File: src/rtl/interp_pkg.sv
// Shared types for the span attribute interpolator.
//   state_e : span FSM states
//   rnd_e   : rounding modes applied when reducing the accumulator to output precision
//   acc_w() : accumulator width (input width plus integer guard bits)
//   to_rnd(): maps the raw 2-bit command field onto rnd_e (code 3 falls back to truncate)
package interp_pkg;

   typedef enum logic {
      IDLE = 1'b0,
      RUN  = 1'b1
   } state_e;

   typedef enum logic [1:0] {
      RND_TRUNC   = 2'd0,
      RND_HALF_UP = 2'd1,
      RND_RNE     = 2'd2
   } rnd_e;

   function automatic int unsigned acc_w(input int unsigned width, input int unsigned guard);
      return width + guard;
   endfunction

   function automatic rnd_e to_rnd(input logic [1:0] raw);
      rnd_e r;
      case (raw)
         2'd1:    r = RND_HALF_UP;
         2'd2:    r = RND_RNE;
         default: r = RND_TRUNC;
      endcase
      return r;
   endfunction

endpackage

File: src/rtl/interp_round_sat.sv
// Combinational shift / round / saturate of one accumulator channel.
//   acc_i : signed accumulator value, Sh fraction bits above the output format
//   rnd_i : rounding mode
//   val_o : signed result, clamped to the OutW-bit range
//   sat_o : high when val_o was clamped
module interp_round_sat
   import interp_pkg::*;
#(
   parameter int unsigned AccW = 36,
   parameter int unsigned OutW = 16,
   parameter int unsigned Sh   = 16
) (
   input  logic [AccW-1:0] acc_i,
   input  rnd_e            rnd_i,
   output logic [OutW-1:0] val_o,
   output logic            sat_o
);

   localparam int unsigned HalfSh = (Sh == 0) ? 0 : Sh - 1;
   localparam logic [AccW:0] Half   = (Sh == 0) ? '0 : ((AccW + 1)'(1) << HalfSh);
   localparam logic [AccW:0] HalfM1 = (Sh == 0) ? '0 : Half - (AccW + 1)'(1);
   localparam logic signed [AccW:0] MaxV = {{(AccW - OutW + 2){1'b0}}, {(OutW - 1){1'b1}}};
   localparam logic signed [AccW:0] MinV = {{(AccW - OutW + 2){1'b1}}, {(OutW - 1){1'b0}}};

   logic        [AccW:0] bias;
   logic signed [AccW:0] sum;
   logic signed [AccW:0] shifted;

   always_comb begin
      bias = '0;
      if (Sh != 0) begin
         case (rnd_i)
            RND_HALF_UP: bias = Half;
            // Ties go up only when the surviving LSB is odd.
            RND_RNE:     bias = HalfM1 + {{AccW{1'b0}}, acc_i[Sh]};
            default:     bias = '0;
         endcase
      end
   end

   // One extra bit so the rounding add can never overflow.
   assign sum     = $signed({acc_i[AccW-1], acc_i}) + $signed(bias);
   assign shifted = sum >>> Sh;

   always_comb begin
      sat_o = 1'b0;
      val_o = shifted[OutW-1:0];
      if (shifted > MaxV) begin
         sat_o = 1'b1;
         val_o = MaxV[OutW-1:0];
      end else if (shifted < MinV) begin
         sat_o = 1'b1;
         val_o = MinV[OutW-1:0];
      end
   end

endmodule

File: src/rtl/attr_span_interp.sv
// Multi-channel incremental attribute interpolator.
// Accepts one span command (per-channel start/gradient, length, rounding mode) and
// streams one rounded/saturated pixel per cycle with valid/ready backpressure.
//   clk, rst          : clock, asynchronous active-high reset
//   cmd_*_i / cmd_ready_o : span command handshake and payload
//   flush_i           : synchronous abort of the current span
//   pix_*_o / pix_ready_i : pixel stream (data, per-channel saturation, last flag)
module attr_span_interp
   import interp_pkg::*;
#(
   parameter int unsigned CH       = 4,
   parameter int unsigned WIDTH    = 32,
   parameter int unsigned FRAC     = 16,
   parameter int unsigned GUARD    = 4,
   parameter int unsigned OUT_W    = 16,
   parameter int unsigned OUT_FRAC = 0,
   parameter int unsigned LEN_W    = 12
) (
   input  logic                  clk,
   input  logic                  rst,
   input  logic                  cmd_valid_i,
   output logic                  cmd_ready_o,
   input  logic [CH*WIDTH-1:0]   cmd_init_i,
   input  logic [CH*WIDTH-1:0]   cmd_grad_i,
   input  logic [LEN_W-1:0]      cmd_len_i,
   input  logic [1:0]            cmd_rnd_i,
   input  logic                  flush_i,
   output logic                  pix_valid_o,
   input  logic                  pix_ready_i,
   output logic [CH*OUT_W-1:0]   pix_data_o,
   output logic [CH-1:0]         pix_sat_o,
   output logic                  pix_last_o
);

   localparam int unsigned AccW = acc_w(WIDTH, GUARD);
   localparam int unsigned Sh   = FRAC - OUT_FRAC;

   state_e                state_q;
   logic [AccW-1:0]       acc_q  [CH];
   logic [AccW-1:0]       grad_q [CH];
   logic [LEN_W-1:0]      cnt_q;
   rnd_e                  rnd_q;
   logic [CH*OUT_W-1:0]   data_q;
   logic [CH-1:0]         sat_q;
   logic                  last_q;

   rnd_e                  cmd_rnd;
   rnd_e                  rs_mode;
   logic [AccW-1:0]       init_x [CH];
   logic [AccW-1:0]       grad_x [CH];
   logic [AccW-1:0]       rs_in  [CH];
   logic [OUT_W-1:0]      rs_val [CH];
   logic [CH-1:0]         rs_sat;

   assign cmd_rnd = to_rnd(cmd_rnd_i);
   // In IDLE the rounders see the incoming start values; in RUN the live accumulators.
   assign rs_mode = (state_q == IDLE) ? cmd_rnd : rnd_q;

   for (genvar c = 0; c < CH; c++) begin : g_ch
      assign init_x[c] = {{GUARD{cmd_init_i[c*WIDTH+WIDTH-1]}}, cmd_init_i[c*WIDTH +: WIDTH]};
      assign grad_x[c] = {{GUARD{cmd_grad_i[c*WIDTH+WIDTH-1]}}, cmd_grad_i[c*WIDTH +: WIDTH]};
      assign rs_in[c]  = (state_q == IDLE) ? init_x[c] : acc_q[c];

      interp_round_sat #(
         .AccW (AccW),
         .OutW (OUT_W),
         .Sh   (Sh)
      ) u_rs (
         .acc_i (rs_in[c]),
         .rnd_i (rs_mode),
         .val_o (rs_val[c]),
         .sat_o (rs_sat[c])
      );
   end

   always_ff @(posedge clk or posedge rst) begin
      if (rst) begin
         state_q <= IDLE;
         cnt_q   <= '0;
         rnd_q   <= RND_TRUNC;
         data_q  <= '0;
         sat_q   <= '0;
         last_q  <= 1'b0;
         for (int c = 0; c < CH; c++) begin
            acc_q[c]  <= '0;
            grad_q[c] <= '0;
         end
      end else if (flush_i) begin
         state_q <= IDLE;
         cnt_q   <= '0;
         last_q  <= 1'b0;
      end else begin
         case (state_q)
            IDLE: begin
               if (cmd_valid_i && (cmd_len_i != '0)) begin
                  state_q <= RUN;
                  cnt_q   <= cmd_len_i - LEN_W'(1);
                  last_q  <= (cmd_len_i == LEN_W'(1));
                  rnd_q   <= cmd_rnd;
                  sat_q   <= rs_sat;
                  for (int c = 0; c < CH; c++) begin
                     data_q[c*OUT_W +: OUT_W] <= rs_val[c];
                     acc_q[c]                 <= init_x[c] + grad_x[c];
                     grad_q[c]                <= grad_x[c];
                  end
               end
            end
            RUN: begin
               if (pix_ready_i) begin
                  if (cnt_q == '0) begin
                     state_q <= IDLE;
                  end else begin
                     cnt_q  <= cnt_q - LEN_W'(1);
                     last_q <= (cnt_q == LEN_W'(1));
                     sat_q  <= rs_sat;
                     for (int c = 0; c < CH; c++) begin
                        data_q[c*OUT_W +: OUT_W] <= rs_val[c];
                        acc_q[c]                 <= acc_q[c] + grad_q[c];
                     end
                  end
               end
            end
            default: state_q <= IDLE;
         endcase
      end
   end

   assign cmd_ready_o = (state_q == IDLE);
   assign pix_valid_o = (state_q == RUN);
   assign pix_data_o  = data_q;
   assign pix_sat_o   = sat_q;
   assign pix_last_o  = last_q;

endmodule

File: config.mk
export PLATFORM = sky130hd
export DESIGN_NAME = attr_span_interp
export DESIGN_NICKNAME = d
export VERILOG_FILES = /design/src/rtl/interp_pkg.sv /design/src/rtl/interp_round_sat.sv /design/src/rtl/attr_span_interp.sv
export SDC_FILE = /design/constraint.sdc
export NUM_CORES = 2
export LEC_CHECK = 0
export BUFFER_PORTS_ARGS = -buffer_cell sky130_fd_sc_hd__buf_2
export CORE_MARGIN = 5
export CORE_UTILIZATION = 55
export CTS_BUF_LIST = sky130_fd_sc_hd__clkbuf_8 sky130_fd_sc_hd__clkbuf_16
export DETAILED_ROUTE_END_ITERATION = 8
export PLACE_DENSITY = 0.8
export SYNTH_ARGS = -nofsm -noshare
export SYNTH_HDL_FRONTEND = slang
export SYNTH_SLANG_ARGS = --single-unit
File: constraint.sdc
create_clock -name clk -period 36 [get_ports clk]
set_clock_uncertainty 0.15 [all_clocks]
set_input_delay 7.2 -clock clk [delete_from_list [all_inputs] [get_ports clk]]
set_output_delay 7.2 -clock clk [all_outputs]
set_load 0.05 [all_outputs]
==> run_summary.xml <==
<?xml version="1.0" encoding="UTF-8"?>
<metrics>
  <group name="synth">
    <metric name="ys_async_sr_fraction" unit="">1.00</metric>
    <metric name="synth_top_flop_cell" unit="">sky130_fd_sc_hd__dfrtp_1</metric>
    <metric name="synth_largest_type_area_fraction" unit="">0.276</metric>
    <metric name="synth_edf_count" unit="">0</metric>
    <metric name="avgSynthCellArea" unit="um^2">7.99</metric>
    <metric name="ys.warnings.count" unit="">0</metric>
    <metric name="synth-seq-area-share" unit="">0.276</metric>
    <metric name="synth_nets" unit="">4654</metric>
    <metric name="synth_cell_types" unit="">96</metric>
    <metric name="yosys_register_bits" unit="">356</metric>
    <metric name="post_synth_instance_area" unit="um^2">32300</metric>
    <metric name="postSynthCellCount" unit="">4045</metric>
    <metric name="ys_top_cells_by_area" unit="">sky130_fd_sc_hd__dfrtp_1 28%, sky130_fd_sc_hd__ha_1 13%, sky130_fd_sc_hd__nand2_1 8.3%</metric>
    <metric name="synth_top_area_cell" unit="">sky130_fd_sc_hd__dfrtp_1</metric>
  </group>
  <group name="floorplanning">
    <metric name="die_h" unit="um">252</metric>
    <metric name="initial_utilization" unit="">0.558</metric>
    <metric name="die-width" unit="um">252</metric>
    <metric name="io_pins" unit="">346</metric>
    <metric name="die_area" unit="um^2">63700</metric>
    <metric name="placementRows" unit="">88</metric>
    <metric name="area_of_the_core" unit="um^2">57900</metric>
  </group>
  <group name="layout">
    <metric name="layout_commonest_cell" unit="">sky130_fd_sc_hd__nand2_1</metric>
    <metric name="layout-area-overhead-vs-synth" unit="%">11.7</metric>
    <metric name="layout.core_utilization" unit="">0.623</metric>
    <metric name="final_nets" unit="">4917</metric>
    <metric name="final_cell_mix" unit="">710 x sky130_fd_sc_hd__nand2_1, 355 x sky130_fd_sc_hd__dfrtp_1, 345 x sky130_fd_sc_hd__buf_2, 342 x sky130_fd_sc_hd__a21oi_1, 326 x sky130_fd_sc_hd__ha_1</metric>
    <metric name="drive_gt1_frac" unit="">0.127</metric>
  </group>
  <group name="clock_tree">
    <metric name="cts_num_sinks" unit="">356</metric>
    <metric name="root_buffer" unit="">sky130_fd_sc_hd__clkbuf_16</metric>
    <metric name="cts_hold_buf" unit="">0</metric>
    <metric name="cts_repair_resize_count" unit="">0</metric>
    <metric name="numCtsBuffers" unit="">45</metric>
    <metric name="post-cts-setup-buffer-count" unit="">0</metric>
    <metric name="insertion_delay" unit="ns">0.58</metric>
    <metric name="cts.reportedPaths.clkPinSlew" unit="ns">0.06</metric>
    <metric name="ctsLongestPathBuffers" unit="">3</metric>
    <metric name="htreeDepth" unit="">2</metric>
    <metric name="tritoncts" unit="">yes</metric>
  </group>
  <group name="job">
    <metric name="timing.max_cap.violations" unit="">0</metric>
  </group>
  <group name="power_and_ir_drop">
    <metric name="vdd.ir_drop.worst" unit="uV">63.3</metric>
    <metric name="total_power" unit="mW">2.62</metric>
    <metric name="power_leakage" unit="nW">17.1</metric>
    <metric name="power-per-cell-area" unit="nW/um^2">72.6</metric>
  </group>
  <group name="routing">
    <metric name="top_layer" unit="">met4</metric>
    <metric name="detail_route.wirelength.met1" unit="um">42300</metric>
    <metric name="met2RoutedLength" unit="um">45700</metric>
    <metric name="avgViaCountPerCell" unit="">6.15</metric>
    <metric name="detail_route.drc_violations" unit="">0</metric>
    <metric name="routed-via-count" unit="">31449</metric>
    <metric name="wl_met3" unit="um">7940</metric>
    <metric name="ant_nets" unit="">0</metric>
    <metric name="drt_wl_total" unit="um">99500</metric>
    <metric name="drt_pass1_iterations" unit="">7</metric>
    <metric name="dr.first_iter.drc_count" unit="">2506</metric>
    <metric name="wl_per_cell" unit="um">19.5</metric>
  </group>
  <group name="sta">
    <metric name="rsz0062_at_grt" unit="">false</metric>
    <metric name="fin_crit_sh" unit="">0.349</metric>
    <metric name="setup_tns" unit="ns">0</metric>
    <metric name="slew_headroom" unit="">0.117</metric>
    <metric name="final-max-slew-violation-count" unit="">0</metric>
    <metric name="period_minus_slack" unit="ns">12.57</metric>
    <metric name="worst_hold_slack" unit="ns">0.330</metric>
    <metric name="tightestPinTransition" unit="ns">1.33</metric>
    <metric name="finalSetupViolCount" unit="">0</metric>
    <metric name="max_freq" unit="GHz">0.0796</metric>
    <metric name="finalHoldViolations" unit="">0</metric>
  </group>
  <group name="global_routing">
    <metric name="antenna_violations_before_repair" unit="">6</metric>
    <metric name="grt_pass1_wl" unit="um">157000</metric>
    <metric name="first_global_vias" unit="">29647</metric>
    <metric name="global_route.overflow_total" unit="">0</metric>
    <metric name="largest_net_degree_at_the_start_of_global_routing" unit="">134</metric>
    <metric name="globalRouteTotalUtil" unit="">0.299</metric>
  </group>
  <group name="place">
    <metric name="detailedPlacementHpwl" unit="um">74100</metric>
    <metric name="routabilityCongestion" unit="">0.961</metric>
    <metric name="port-buffer-count" unit="">345</metric>
  </group>
  <group name="critical_path">
    <metric name="path_max_fanout" unit="">16</metric>
    <metric name="setup.worst_path.end_class" unit="">flip-flop</metric>
    <metric name="critical_path_class" unit="">input pin to flip-flop</metric>
    <metric name="required_time_of_the_critical_path" unit="ns">36.24</metric>
    <metric name="critical_path.startpoint_type" unit="">input pin</metric>
    <metric name="worst-endpoint-arrival" unit="ns">12.81</metric>
  </group>
  <group name="worst_hold_path">
    <metric name="hold_path.class" unit="">flip-flop to flip-flop</metric>
  </group>
  <group name="run_status">
    <metric name="outcome" unit="">complete, no violations</metric>
  </group>
</metrics>
-- logic make-up after synthesis --
kind of cell,after synthesis,share of synthesized area
compound gates,1174,0.232
xor+xnor,268,0.0732
fa+ha+maj,334,0.131
buf+inv,256,0.0313
flops,356,0.276
mux,135,0.0445
simple gates,1522,0.212
-- per-layer routing --
layer	vias up	track usage
li1	15141	-
met1	14908	0.404
met2	1177	0.486
met3	223	0.0521
met4	0	0.106
met5	-	0
-- metrics by stage --
stage / instances / instance area, um^2 / setup slack (ns)
floorplan: 4045 / 32300 / 18.77
global placement: 5026 / 34600 / 23.05
detailed placement: 5026 / 34600 / 22.97
CTS: 5107 / 36100 / 23.51
global route: 5112 / 36100 / 22.96
finish: 5113 / 36100 / 23.43
-- report_power, final --
part	internal, mW	switching (mW)	leakage (nW)
Clock	0.254	0.192	0.731
Sequential	0.551	0.157	4.31
Combinational	0.592	0.873	12.0
Total	1.40	1.22	17.1
-- area by class of cell --
type,count,area (um^2)
Fill cell,5144,21800
Tap cell,765,957
Antenna cell,6,15.0
Sequential cell,356,8910
Clock inverter,27,181
Clock buffer,54,1250
Timing Repair Buffer,366,1920
Inverter,106,407
Multi-Input combinational cell,3433,22400
-- path summary, 6_finish.rpt --
| check | start | cells after the start | slack [ns] | endpoint |
|---|---|---|---|---|
| worst max-delay path | cmd_rnd_i[0] | 17 | 23.43 | pix_data_o[39]$_DFFE_PP0P_ |
| worst min-delay path | grad_q[137]$_DFFE_PP0P_ | 2 | 0.33 | grad_q[137]$_DFFE_PP0P_ |
| worst max register to register | pix_valid_o$_DFF_PP0_ | 15 | 28.91 | pix_data_o[39]$_DFFE_PP0P_ |
| worst min register to register | grad_q[137]$_DFFE_PP0P_ | 2 | 0.33 | grad_q[137]$_DFFE_PP0P_ |
| max in group asynchronous | rst | 4 | 26.73 | pix_valid_o$_DFF_PP0_ |
| min in group asynchronous | rst | 2 | 6.59 | grad_q[113]$_DFFE_PP0P_ |
-- registers in the layout, summed over array words and instances, names as in the netlist --
register / count
acc_q: 144
cnt_q: 12
grad_q: 128
pix_data_o: 64
pix_last_o: 1
pix_sat_o: 4
pix_valid_o: 1
rnd_q: 2
-- cell usage after synthesis, types with 19 or more instances --
cell                       instances
sky130_fd_sc_hd__nor3_1           82
sky130_fd_sc_hd__o21ai_0         284
sky130_fd_sc_hd__nand2b_1         59
sky130_fd_sc_hd__a221o_1          27
sky130_fd_sc_hd__xnor2_1         171
sky130_fd_sc_hd__xor2_1           96
sky130_fd_sc_hd__o21a_1           49
sky130_fd_sc_hd__clkbuf_1        114
sky130_fd_sc_hd__mux2_2           65
sky130_fd_sc_hd__mux2i_1          67
sky130_fd_sc_hd__inv_1           105
sky130_fd_sc_hd__a31oi_1          40
sky130_fd_sc_hd__a21oi_1         342
sky130_fd_sc_hd__nor2b_1          59
sky130_fd_sc_hd__ha_1            326
sky130_fd_sc_hd__o21bai_1         31
sky130_fd_sc_hd__or3_1            22
sky130_fd_sc_hd__nor2_1          324
sky130_fd_sc_hd__nand3_1          97
sky130_fd_sc_hd__nand2_1         711
sky130_fd_sc_hd__o211ai_1         23
sky130_fd_sc_hd__nand4_1          34
sky130_fd_sc_hd__a211oi_1         49
sky130_fd_sc_hd__dfrtp_1         356
sky130_fd_sc_hd__o22a_1           19
sky130_fd_sc_hd__a21o_1          104
sky130_fd_sc_hd__and3_1           33
-- worst max-delay path, stage by stage --
cell and delay (ns):
sky130_fd_sc_hd__buf_2 0.10, sky130_fd_sc_hd__nand2b_1 0.14, sky130_fd_sc_hd__o21ai_0 0.30, sky130_fd_sc_hd__ha_1 0.48
sky130_fd_sc_hd__nand2b_1 0.20, sky130_fd_sc_hd__nor2_1 0.81, sky130_fd_sc_hd__ha_1 0.27, sky130_fd_sc_hd__a41o_1 0.14
sky130_fd_sc_hd__a21oi_1 0.06, sky130_fd_sc_hd__or4_1 0.57, sky130_fd_sc_hd__a211oi_2 0.52, sky130_fd_sc_hd__nand4_1 0.39
sky130_fd_sc_hd__xnor2_1 0.22, sky130_fd_sc_hd__nor2_1 0.10, sky130_fd_sc_hd__a31oi_1 0.06, sky130_fd_sc_hd__a21oi_1 1.06
sky130_fd_sc_hd__a21oi_1 0.18
(Power assumes the default switching activity.)
